File: src/rtl/bcd_subtractor_serial.sv
// Digit-serial BCD subtractor: A - B - BIN over DIGITS packed BCD digits, one
// digit per clock, least significant digit first, with a start/done handshake.
module bcd_subtractor_serial #(
  parameter int DIGITS = 3
) (
  input  logic                clk,
  input  logic                rst,
  input  logic                start,
  input  logic [4*DIGITS-1:0] a,
  input  logic [4*DIGITS-1:0] b,
  input  logic                bin,
  output logic [4*DIGITS-1:0] d,
  output logic                bout,
  output logic                invalid,
  output logic                busy,
  output logic                done
);

  localparam int W  = 4 * DIGITS;
  localparam int CW = (DIGITS > 1) ? $clog2(DIGITS) : 1;
  localparam logic [CW-1:0] LAST = CW'(DIGITS - 1);

  // Handshake: start is taken only while busy is low. busy stays high from the
  // start edge through the final digit edge, and done pulses for one cycle
  // exactly when d/bout/invalid have just been updated.
  typedef enum logic {IDLE, RUN} state_t;

  state_t        state_q, state_d;
  logic [W-1:0]  a_q, a_d, b_q, b_d, res_q, res_d, d_q, d_d;
  logic [CW-1:0] cnt_q, cnt_d;
  logic          borrow_q, borrow_d, inv_q, inv_d;
  logic          bout_q, bout_d, invalid_q, invalid_d;
  logic          busy_q, busy_d, done_q, done_d;

  logic [3:0]    a_k, b_k, digit;
  logic [4:0]    t;
  logic [W-1:0]  digit_ext;

  // Operands shift right each RUN cycle, so the active digit is always at [3:0]
  // and the result fills in from the top.
  always_comb begin
    a_k       = a_q[3:0];
    b_k       = b_q[3:0];
    t         = {1'b0, a_k} - {1'b0, b_k} - {4'b0000, borrow_q};
    digit     = t[4] ? (t[3:0] + 4'd10) : t[3:0];
    digit_ext = W'(digit);
  end

  always_comb begin
    state_d   = state_q;
    a_d       = a_q;
    b_d       = b_q;
    res_d     = res_q;
    d_d       = d_q;
    cnt_d     = cnt_q;
    borrow_d  = borrow_q;
    inv_d     = inv_q;
    bout_d    = bout_q;
    invalid_d = invalid_q;
    busy_d    = busy_q;
    done_d    = 1'b0;
    case (state_q)
      IDLE: begin
        if (start) begin
          state_d  = RUN;
          a_d      = a;
          b_d      = b;
          borrow_d = bin;
          cnt_d    = '0;
          inv_d    = 1'b0;
          busy_d   = 1'b1;
        end
      end
      RUN: begin
        a_d      = a_q >> 4;
        b_d      = b_q >> 4;
        res_d    = (res_q >> 4) | (digit_ext << (W - 4));
        borrow_d = t[4];
        inv_d    = inv_q | (a_k > 4'd9) | (b_k > 4'd9);
        cnt_d    = cnt_q + 1'b1;
        if (cnt_q == LAST) begin
          state_d   = IDLE;
          d_d       = res_d;
          bout_d    = t[4];
          invalid_d = inv_d;
          busy_d    = 1'b0;
          done_d    = 1'b1;
          cnt_d     = '0;
        end
      end
      default: state_d = IDLE;
    endcase
  end

  always_ff @(posedge clk or posedge rst) begin
    if (rst) begin
      state_q   <= IDLE;
      a_q       <= '0;
      b_q       <= '0;
      res_q     <= '0;
      d_q       <= '0;
      cnt_q     <= '0;
      borrow_q  <= 1'b0;
      inv_q     <= 1'b0;
      bout_q    <= 1'b0;
      invalid_q <= 1'b0;
      busy_q    <= 1'b0;
      done_q    <= 1'b0;
    end else begin
      state_q   <= state_d;
      a_q       <= a_d;
      b_q       <= b_d;
      res_q     <= res_d;
      d_q       <= d_d;
      cnt_q     <= cnt_d;
      borrow_q  <= borrow_d;
      inv_q     <= inv_d;
      bout_q    <= bout_d;
      invalid_q <= invalid_d;
      busy_q    <= busy_d;
      done_q    <= done_d;
    end
  end

  assign d       = d_q;
  assign bout    = bout_q;
  assign invalid = invalid_q;
  assign busy    = busy_q;
  assign done    = done_q;

endmodule

File: config.mk
export PLATFORM = sky130hd
export DESIGN_NAME = bcd_subtractor_serial
export DESIGN_NICKNAME = d
export VERILOG_FILES = /design/src/rtl/bcd_subtractor_serial.sv
export SDC_FILE = /design/constraint.sdc
export NUM_CORES = 1
export LEC_CHECK = 0
export ABC_AREA = 1
export BUFFER_PORTS_ARGS = -buffer_cell sky130_fd_sc_hd__buf_4
export CORE_MARGIN = 5
export CORE_UTILIZATION = 55
export CTS_CLUSTER_SIZE = 24
export DETAILED_ROUTE_END_ITERATION = 12
export PLACE_DENSITY = 0.89
export SLEW_MARGIN = 5
export SYNTH_ARGS = -nofsm -noshare
export SYNTH_HDL_FRONTEND = slang
export SYNTH_SLANG_ARGS = --single-unit
File: constraint.sdc
create_clock -name clk -period 2.4 [get_ports clk]
set_input_delay 0.12 -clock clk [delete_from_list [all_inputs] [get_ports clk]]
set_output_delay 0.12 -clock clk [all_outputs]
set_load 0.02 [all_outputs]
**After elaboration in Yosys (flattened, before gate mapping)**

Cells that the tools add are included.

- Bitwise gates (word level): 4
- Eq/ne operators: 3
- Order comparisons: 2
- Divide/modulo/power cells: 0
- Muxes and demuxes: 20
- Reductions and logical operators: 2
- $mul: 0
- $add $sub $neg: 4
- Shifts and indexed selects: 0

Operator list:

| operator | count |
|---|---|
| $pmux 12 s2 | 2 |
| $mux 12 | 2 |
| $or 8x12->12 | 1 |
| $gt 4x4->1 const B | 2 |
| $mux 1 | 8 |
| $pmux 1 s2 | 4 |
| $sub 4x4->5 | 1 |
| $sub 5x1->5 | 1 |
| $add 4x4->4 const B | 1 |
| $mux 2 | 2 |
| $mux 4 | 1 |
| $pmux 2 s2 | 1 |
| $reduce_and 2->1 | 2 |
| $add 2x1->2 const B | 1 |
| $eq 2x2->1 const B | 1 |
| $ne 2x1->1 const B | 1 |
| $ne 2x2->1 const B | 1 |
| $or 1x1->1 | 2 |
| $not 1->1 | 1 |

- Logic and storage cells: 47
- Register bits after elaboration: 57
- Memories: 0
- Memory bits (read-only): 0
- Bits in latches: 0
- Input port bits: 28
- Bits in writable memories: 0

**Depth between registers and ports, before layout**

Gate-level depths: netlist (run 1).

- Word-level depth: 5
- Gate-level depth with buffers: 13
- Gate-level depth less buffers: 13

**Least setup slack after synthesis (run 1)**

No wires, ideal clock.

- Path type: reg-to-reg
- From: register a_q[0]
- To: register res_q[10]
- Required time: 2.266 ns
- Path slack: 0.326 ns
- Path buffers: 0
- Stages on the path, launching flop included: 11
- Arrival: 1.940 ns
- Period minus slack after synthesis: 2.074 ns
- Library setup time: 0.134 ns
- Cell sequence: dfrtp_1 -> fa_1 -> fa_1 -> nand2_1 -> and2_1 -> inv_1 -> ha_1 -> inv_1 -> nand2_1 -> nand3_1 -> o21ai_0

- Word-level cells in the longest chain between the ends: 5

RTL lines:

| what | RTL line | RTL |
|---|---|---|
| start, declared | 29 | `logic [W-1:0] a_q, a_d, b_q, b_d, res_q, res_d, d_q, d_d;` |
| start signal, assigned | 98 | `a_q <= '0;` |
| start signal, assigned | 111 | `a_q <= a_d;` |
| $sub 4x4->5 (*) | 44 | `t = {1'b0, a_k} - {1'b0, b_k} - {4'b0000, borrow_q};` |
| $sub 5x1->5 (*) | 44 |  |
| $add 4x4->4 | 45 | `digit = t[4] ? (t[3:0] + 4'd10) : t[3:0];` |
| $mux 4 (*) | 45 |  |
| $or 8x12->12 (*) | 77 | `res_d = (res_q >> 4) \| (digit_ext << (W - 4));` |
| end signal, assigned | 113 | `res_q <= res_d;` |
| end, declared | 29 |  |

Mark *: on every way between the ends. The rest lies on a longest branch, timed or not.
A chain may end at the register's enable or synchronous reset.

**Worst setup path after layout (run 1)**

Ends and elaborated chain as after synthesis.

==> run summary, run 1 <==
STATUS
--------------------------------------------------------------------------------------
Status .................................................................. complete, no violations

SYNTH
--------------------------------------------------------------------------------------
Sequential area share after synthesis ...................................        54.1%
Post-synthesis cell area ................................................  0.00245 mm²
Top post-synthesis cells by area ........................................ sky130_fd_sc_hd__dfrtp_1, sky130_fd_sc_hd__nand2_1, sky130_fd_sc_hd__inv_1
Number of register bits inferred by synthesis ...........................           53
Share of Yosys cell area claimed by the top area cell type ..............        54.1%
Count of warnings emitted by yosys ......................................            0
Synthesized area divided by synthesized cell count ......................     9.18 µm²
Count of different cell masters after synthesis .........................           26
Number of nets in the synthesized netlist ...............................          304
Biggest area consumer among synthesized cells ........................... sky130_fd_sc_hd__dfrtp_1
Number of cells produced by synthesis ...................................          267

FINISH
--------------------------------------------------------------------------------------
Share of layout cells above drive strength 1 ............................        22.4%
Number of antenna repair diodes .........................................            0
Total number of nets in the final design ................................          350
Post-synthesis to final-layout area growth ..............................        19.5%
Post-Route Utilization ..................................................        67.7%
Fill cells ..............................................................          374

SETUP PATH
--------------------------------------------------------------------------------------
Crit. End Element .......................................................         flop
Setup CP Type ........................................................... flop to flop
CP startpoint kind ......................................................         flop
Most prevalent standard cell on the critical path ....................... sky130_fd_sc_hd__inv_1
Largest fanout on the critical path .....................................            2
Req. time, crit path ....................................................      2580 ps
Critical path data arrival time .........................................      2410 ps
Cells along the critical path ........................................... fa_1, fa_1, inv_1, nand2_1, and2_1, inv_1, ha_1, inv_1, nand2_1, nand3_1, o21ai_0
Slowest cell delay on critical path .....................................       480 ps
Delay-heaviest family, CP ...............................................  adder cells
Crit path buf inv count .................................................            3
Cell with the biggest individual delay on the critical path ............. sky130_fd_sc_hd__fa_1

DIE
--------------------------------------------------------------------------------------
Area of the core ........................................................  0.00432 mm²
DIE HEIGHT ..............................................................      76.7 µm
Width of the chip .......................................................      76.7 µm
Number of rows created at floorplan .....................................           24
Initial cell density of the core ........................................        56.7%
Number of top-level pins ................................................           44
Die area ................................................................  0.00589 mm²

TIMING
--------------------------------------------------------------------------------------
Slew margin rel. ........................................................        68.3%
Setup repair after global routing missed its margin .....................           no
Fin worst setup slack ...................................................       173 ps
Hold Fails Final Rpt ....................................................            0
Hold Worst Slack ........................................................      14.3 ps
Setup TNS ...............................................................         0 ps
Pins Over Slew Limit ....................................................            0
Final setup violation count .............................................            0
Share of the clock period used by the worst path after layout ...........        92.8%
Final period demand of the worst path ...................................      2230 ps
Measured slew at the worst slew-check pin ...............................       475 ps
Maximum clock skew at final layout ......................................      7.38 ps
Achievable Freq .........................................................      449 MHz

PWR
--------------------------------------------------------------------------------------
Max VDD drop ............................................................     0.585 mV
Leakage power total .....................................................      1.51 nW
Cell Pwr Density ........................................................  1440 mW/mm²

ROUTING
--------------------------------------------------------------------------------------
Antenna-violating nets left .............................................            0
Via total after detailed routing ........................................        1,895
Initial detailed-routing violation count ................................           99
Pre-antenna DRT Iters ...................................................            4
Via/cell ratio ..........................................................         5.19
Total wire length .......................................................      4730 µm
Average wire length per cell after detail routing .......................      12.9 µm
# DRC ...................................................................            0

CLOCK TREE
--------------------------------------------------------------------------------------
CTS buffer count ........................................................            5
CTS tree ................................................................         done
Clock insertion delay at the later pin of the skew report ...............       300 ps
H-tree Lvls .............................................................            2
TritonCTS Sinks .........................................................           53
Root buffer cell ........................................................ sky130_fd_sc_hd__clkbuf_8
Clock slew at the register clock pins of the worst setup and hold paths .        90 ps
CTS max path bufs .......................................................            2

GRT
--------------------------------------------------------------------------------------
Global-route total usage across every layer .............................        16.8%
Number of global-route vias before repair ...............................        1,879
Wire length of the first global-routing pass ............................      8290 µm
Initial antenna violation count .........................................            0
Largest net degree at the start of global routing .......................           27
Remaining global-route overflow .........................................            0

PLACED DESIGN
--------------------------------------------------------------------------------------
Routability congestion estimate .........................................        0.849
Post-DP HPWL ............................................................      3560 µm
Count of input and output buffers .......................................           43
Setup WS pre-CTS ........................................................       189 ps

FLOW RUN
--------------------------------------------------------------------------------------
Max capacitance violation total .........................................            0

WORST HOLD PATH
--------------------------------------------------------------------------------------
Hold/Removal Path Class ................................................. input port to flop

## timing repair
action | in CTS | in global routing
endpoints found under the hold margin | 16 | 0
buffers inserted | 0 | 0
endpoints found under the setup margin | 0 | 1
resized for setup | 0 | 1
hold buffers | 2 | 0
## worst register-to-register path, stage by stage, from the launching register on
cell and delay (ps):
sky130_fd_sc_hd__dfrtp_1 410, sky130_fd_sc_hd__fa_1 480, sky130_fd_sc_hd__fa_1 400, sky130_fd_sc_hd__inv_1 70, sky130_fd_sc_hd__nand2_1 50, sky130_fd_sc_hd__and2_1 140
sky130_fd_sc_hd__inv_1 70, sky130_fd_sc_hd__ha_1 230, sky130_fd_sc_hd__inv_1 50, sky130_fd_sc_hd__nand2_1 60, sky130_fd_sc_hd__nand3_1 70, sky130_fd_sc_hd__o21ai_0 70
## layer usage
layer | vias up | track usage [%] | share of wire (%)
met4 | 0 | 4.02 | 0.91
met3 | 7 | 5.85 | 7.3
met5 | - | 0 | 0
met1 | 888 | 21.8 | 44
met2 | 53 | 27.0 | 48
li1 | 947 | - | -
## sequential cells by signal, summed over array words and instances (netlist names)
| register | flops |
|---|---|
| busy | 1 |
| res_q | 8 |
| cnt_q | 2 |
| done | 1 |
| state_q | 1 |
| d | 12 |
| a_q | 12 |
| invalid | 1 |
| b_q | 12 |
| inv_q | 1 |
| bout | 1 |
| borrow_q | 1 |
## cells by family (layout without fill, tap and decap cells)
group | count (synthesis) | after routing | share of synthesized area, %
and+or+nand+nor | 111 | 111 | 19.1
DFF | 53 | 53 | 54.1
buffers and inverters | 49 | 95 | 8.84
AOI/OAI and AO/OA | 44 | 44 | 12.4
adders and majority gates | 9 | 9 | 5.21
xor gates and xnor gates | 1 | 1 | 0.358
## report_power, final
group	total [mW]	internal (mW)	switching [mW]
sequential	1.44	1.25	0.187
clock	0.569	0.303	0.266
combinational	2.22	0.842	1.38
total	4.23	2.40	1.83
## synthesized netlist by cell type (all sizes together)
cell type and n:
a22o 3, nand3 17, fa 2, and2 1, xor2 1, ha 7, inv 39, a22oi 2
o211ai 9, o21ai 24, a21oi 2, nor2 3, nand3b 1, dfrtp 53, nor3 1, clkbuf 2
o221ai 4, buf 8, nand2 88
## per-stage QoR
step	instance area [µm²]	instances	total power [mW]
after floorplan	2450	267	3.07
after global placement	2800	356	3.54
after detailed placement	2800	356	3.66
after CTS	2920	365	4.25
after global routing	2930	365	4.61
final	2930	365	4.23
## area by class of cell
| cell class | instances | area (µm²) | area share, % |
|---|---|---|---|
| Sequential cell | 53 | 1330 | 45.3 |
| Multi-Input combinational cell | 165 | 910 | 31.1 |
| Timing Repair Buffer | 49 | 373 | 12.7 |
| Inverter | 39 | 149 | 5.09 |
| Clock buffer | 5 | 68.8 | 2.35 |
| Tap cell | 52 | 65.1 | 2.22 |
| Clock inverter | 2 | 35.0 | 1.20 |
## layout by cell type, fill, tap and decap left out, types with 5 or more instances in the layout
cell                       count
sky130_fd_sc_hd__nand2_1      86
sky130_fd_sc_hd__dfrtp_1      53
sky130_fd_sc_hd__buf_4        47
sky130_fd_sc_hd__inv_1        35
sky130_fd_sc_hd__nand3_1      17
sky130_fd_sc_hd__o21ai_0      16
sky130_fd_sc_hd__o211ai_1      9
sky130_fd_sc_hd__o21ai_2       8
sky130_fd_sc_hd__ha_1          7
sky130_fd_sc_hd__clkbuf_8      5
## path summary, 6_finish.rpt
kind | slack (ps) | endpoint | start | cells past startpoint
worst max-delay path | 170 | res_q[10] | a_q[0] | 11
worst min-delay path | 10 | a_q[1] | a[1] | 3
worst max register to register | 170 | res_q[10] | a_q[0] | 11
worst min register to register | 480 | d[8] | d[8] | 2
max in group asynchronous | 1460 | d[9] | rst | 4
min in group asynchronous | 340 | a_q[8] | rst | 3
Note: power is estimated with default switching activity, not from simulation.
==> inputs of run 2 (changes only) <==
ABC_AREA = 0   (was 1)
==> run 2 against run 1 <==
Die area is 0.98% higher. Register-to-register slack got worse by 150 ps. Sequential power is 4% higher. Final cell count fell by 7.7%. Clock power shrank 16%. Critical endpoint unchanged.
==> run summary, run 2 <==
STATUS
--------------------------------------------------------------------------------------
Status .................................................................. complete, no violations   unchanged

ROUTING
--------------------------------------------------------------------------------------
Via/cell ratio ..........................................................         5.38   was 5.19
Antenna-violating nets left .............................................            0   unchanged
# DRC ...................................................................            0   unchanged
Via total after detailed routing ........................................        1,814   was 1,895
Initial detailed-routing violation count ................................          116   was 99
Top layer in use ........................................................         met4   unchanged
Average wire length per cell after detail routing .......................      14.7 µm   was 12.9 µm
Total routed wire length on the met1 layer ..............................      1950 µm   was 2080 µm
Pre-antenna DRT Iters ...................................................            4   unchanged
Met2 WL .................................................................      2580 µm   was 2260 µm
Sum of met3 wire segment lengths after detailed routing .................       289 µm   was 345 µm
Total wire length .......................................................      4970 µm   was 4730 µm

PWR
--------------------------------------------------------------------------------------
Max VDD drop ............................................................     0.664 mV   was 0.585 mV
Pwr Total ...............................................................      4.45 mW   was 4.23 mW
Sw frac .................................................................        41.6%   was 43.3%
Sequential share of power ...............................................        33.7%   was 34.0%
Relative contribution of the clock network to total power ...............        10.7%   was 13.5%
Cell internal pwr .......................................................      2.60 mW   was 2.40 mW
Cell Pwr Density ........................................................  1500 mW/mm²   was 1440 mW/mm²
Leakage power total .....................................................      1.49 nW   was 1.51 nW
Net switching power figure ..............................................      1.85 mW   was 1.83 mW
Combinational fraction of design power ..................................        55.5%   was 52.5%

SYNTH
--------------------------------------------------------------------------------------
Top post-synthesis cells by area ........................................ sky130_fd_sc_hd__dfrtp_1, sky130_fd_sc_hd__mux2i_1, sky130_fd_sc_hd__nand2_1   was sky130_fd_sc_hd__dfrtp_1, sky130_fd_sc_hd__nand2_1, sky130_fd_sc_hd__inv_1
Number of flops mapped to enable cells by yosys .........................            0   unchanged
Post-synthesis cell area ................................................  0.00248 mm²   was 0.00245 mm²
Synthesized area divided by synthesized cell count ......................     10.2 µm²   was 9.18 µm²
Number of register bits inferred by synthesis ...........................           53   unchanged
Number of cells produced by synthesis ...................................          242   was 267
Count of warnings emitted by yosys ......................................            0   unchanged
Dominant cell by count in the synthesized netlist ....................... sky130_fd_sc_hd__nand2_1   unchanged
Share of Yosys cell area claimed by the top area cell type ..............        53.5%   was 54.1%
Async set or reset register ratio after synthesis .......................         100%   unchanged
Commonest cells post-synth .............................................. sky130_fd_sc_hd__nand2_1, sky130_fd_sc_hd__dfrtp_1, sky130_fd_sc_hd__o21ai_0, sky130_fd_sc_hd__mux2i_1, sky130_fd_sc_hd__nor2_1   was sky130_fd_sc_hd__nand2_1, sky130_fd_sc_hd__dfrtp_1, sky130_fd_sc_hd__inv_1, sky130_fd_sc_hd__nand3_1, sky130_fd_sc_hd__o21ai_0
Number of nets in the synthesized netlist ...............................          279   was 304
Sequential area share after synthesis ...................................        53.5%   was 54.1%
Main synth FF type ...................................................... sky130_fd_sc_hd__dfrtp_1   unchanged
Count of different cell masters after synthesis .........................           28   was 26
Biggest area consumer among synthesized cells ........................... sky130_fd_sc_hd__dfrtp_1   unchanged

GRT
--------------------------------------------------------------------------------------
Number of global-route vias before repair ...............................        1,978   was 1,879
Wire length of the first global-routing pass ............................      9040 µm   was 8290 µm
Remaining global-route overflow .........................................            0   unchanged
Global-route total usage across every layer .............................        18.8%   was 16.8%
Initial antenna violation count .........................................            0   unchanged
Largest net degree at the start of global routing .......................           55   was 27

CLOCK TREE
--------------------------------------------------------------------------------------
Clock insertion delay at the later pin of the skew report ...............       300 ps   about the same
TritonCTS Sinks .........................................................           53   unchanged
CTS tree ................................................................         done   unchanged
CTS max path bufs .......................................................            2   unchanged
H-tree Lvls .............................................................            2   unchanged
CTS buffer count ........................................................            5   unchanged
Clock slew at the register clock pins of the worst setup and hold paths .        90 ps   about the same
Root buffer cell ........................................................ sky130_fd_sc_hd__clkbuf_8   unchanged

FINISH
--------------------------------------------------------------------------------------
Total number of nets in the final design ................................          322   was 350
Number of antenna repair diodes .........................................            0   unchanged
Post-synthesis to final-layout area growth ..............................        19.3%   was 19.5%
Most used cells in the layout excluding fill and tap cells .............. sky130_fd_sc_hd__nand2_1, sky130_fd_sc_hd__dfrtp_1, sky130_fd_sc_hd__buf_4   unchanged
Non-Filler Cell Area, Final .............................................  0.00296 mm²   was 0.00293 mm²
Finished Layout Cells ...................................................          337   was 365
Most common library cell in the layout ignoring fill and taps ........... sky130_fd_sc_hd__nand2_1   unchanged
Share of layout cells above drive strength 1 ............................        24.6%   was 22.4%

SETUP PATH
--------------------------------------------------------------------------------------
Cells along the critical path ........................................... inv_2, fa_2, fa_2, xor2_1, ha_1, nand2b_1, a21oi_2, a21oi_1, o211a_1, a21oi_2   was fa_1, fa_1, inv_1, nand2_1, and2_1, inv_1, ha_1, inv_1, nand2_1, nand3_1, o21ai_0
Slowest cell delay on critical path .....................................       400 ps   was 480 ps
Req. time, crit path ....................................................      2640 ps   was 2580 ps
Largest fanout on the critical path .....................................            3   was 2
Delay-heaviest family, CP ...............................................  adder cells   unchanged
Crit path buf inv count .................................................            1   was 3
Setup CP Type ........................................................... flop to flop   unchanged
CP startpoint kind ......................................................         flop   unchanged
Cell with the biggest individual delay on the critical path ............. sky130_fd_sc_hd__fa_2   was sky130_fd_sc_hd__fa_1
Critical path data arrival time .........................................      2610 ps   was 2410 ps
Crit. End Element .......................................................         flop   unchanged

TIMING
--------------------------------------------------------------------------------------
Final setup violation count .............................................            0   unchanged
Maximum clock skew at final layout ......................................      5.01 ps   was 7.38 ps
Pins Over Slew Limit ....................................................            0   unchanged
Hold Fails Final Rpt ....................................................            0   unchanged
Setup TNS ...............................................................         0 ps   unchanged
Slew margin rel. ........................................................        68.1%   was 68.3%
Achievable Freq .........................................................      420 MHz   was 449 MHz
Setup repair after global routing missed its margin .....................          yes   was no
Final period demand of the worst path ...................................      2380 ps   was 2230 ps
Share of the clock period used by the worst path after layout ...........        99.1%   was 92.8%
Measured slew at the worst slew-check pin ...............................       478 ps   was 475 ps

DIE
--------------------------------------------------------------------------------------
Number of top-level pins ................................................           44   unchanged
Initial cell density of the core ........................................        56.9%   was 56.7%
Width of the chip .......................................................      77.1 µm   was 76.7 µm
DIE HEIGHT ..............................................................      77.1 µm   was 76.7 µm
Area of the core ........................................................  0.00435 mm²   was 0.00432 mm²
Die area ................................................................  0.00595 mm²   was 0.00589 mm²
Number of rows created at floorplan .....................................           24   unchanged

FLOW RUN
--------------------------------------------------------------------------------------
Max capacitance violation total .........................................            0   unchanged

PLACED DESIGN
--------------------------------------------------------------------------------------
Total instance count after detailed placement ...........................          328   was 356
Routability congestion estimate .........................................        0.760   was 0.849
Post-DP HPWL ............................................................      3520 µm   was 3560 µm
Placed standard-cell area ...............................................  0.00284 mm²   was 0.00280 mm²
Count of input and output buffers .......................................           43   unchanged

WORST HOLD PATH
--------------------------------------------------------------------------------------
Hold/Removal Path Class ................................................. input port to flop   unchanged

[run 2: cell types whose count changed in the layout (fill, tap and decap cells not counted), moves of 3 or more]
cell / delta
sky130_fd_sc_hd__o211ai_1: -9
sky130_fd_sc_hd__mux2_2: +4
sky130_fd_sc_hd__o221ai_1: -4
sky130_fd_sc_hd__nor2_1: +15
sky130_fd_sc_hd__o21ai_0: +12
sky130_fd_sc_hd__o21ai_2: -7
sky130_fd_sc_hd__a22o_1: -3
sky130_fd_sc_hd__inv_1: -25
sky130_fd_sc_hd__nand3_1: -17
sky130_fd_sc_hd__mux2i_1: +24
sky130_fd_sc_hd__xnor2_1: +3
sky130_fd_sc_hd__nand2_1: -32
sky130_fd_sc_hd__a21oi_2: +3
sky130_fd_sc_hd__a21oi_1: +4
[run 2: worst min-delay path: stages]
cell,delay [ps]
sky130_fd_sc_hd__buf_4,70
sky130_fd_sc_hd__mux2i_1,50
sky130_fd_sc_hd__nor2_1,80
[run 2: path summary, 6_finish.rpt]
kind	from	endpoint	slack [ps]	cells past startpoint
max	b_q[0]	res_q[10]	20	10
min	a[11]	a_q[11]	60	3
max reg2reg	b_q[0]	res_q[10]	20	10
min reg2reg	res_q[4]	d[0]	470	2
max in group asynchronous	rst	d[11]	1760	4
min in group asynchronous	rst	a_q[6]	410	4
[run 2: per-layer routing]
layer  GRT usage, %  vias to the layer above
met5              0                        -
met4           8.59                        0
met3           6.09                       17
met2           31.7                       57
met1           21.5                      857
li1               -                      883
[run 2: area by class of cell]
class	count	area, µm²
fillers	335	1400
flip-flops and latches	53	1330
multi-input cells	165	1060
repair buffers	48	375
clock buffers	6	72.6
well taps	52	65.1
inverters	12	45.0
clock inverters	1	8.76
[run 2: timing repair]
action                                  CTS  global route
endpoints found under the hold margin    53             0
hold buffers                              1             0
setup buffers                             0             1
pin swaps                                 0             7
resized for setup                         1             4
endpoints found under the setup margin    2             2
[run 2: through the flow]
step                hold slack [ps]  worst slack, ps  util, %
floorplan                       276             79.0        -
global placement                194             59.1     65.3
detailed placement              197            -3.75     65.3
CTS                            56.3             37.1     67.4
global route                   57.3             -118     67.9
finish                         59.0             21.5     67.9
[run 2: logic make-up after synthesis]
| family | count (synthesis) | share of synthesized area, % |
|---|---|---|
| AND/OR/NAND/NOR | 79 | 13.5 |
| flip-flops | 53 | 53.5 |
| AO/OA/AOI/OAI | 44 | 10.0 |
| multiplexers | 28 | 11.5 |
| buffers and inverters | 24 | 4.24 |
| adder cells (fa/ha/maj) | 9 | 5.15 |
| XOR/XNOR | 5 | 2.07 |
[run 2: power groups by stage]
| stage | Sequential, mW | Clock, mW | Combinational, mW |
|---|---|---|---|
| after floorplan | 1.60 | 0 | 1.64 |
| after global placement | 1.49 | 0 | 2.23 |
| after detailed placement | 1.52 | 0 | 2.38 |
| after CTS | 1.51 | 0.488 | 2.40 |
| after global routing | 1.56 | 0.530 | 2.77 |
| final | 1.50 | 0.477 | 2.47 |
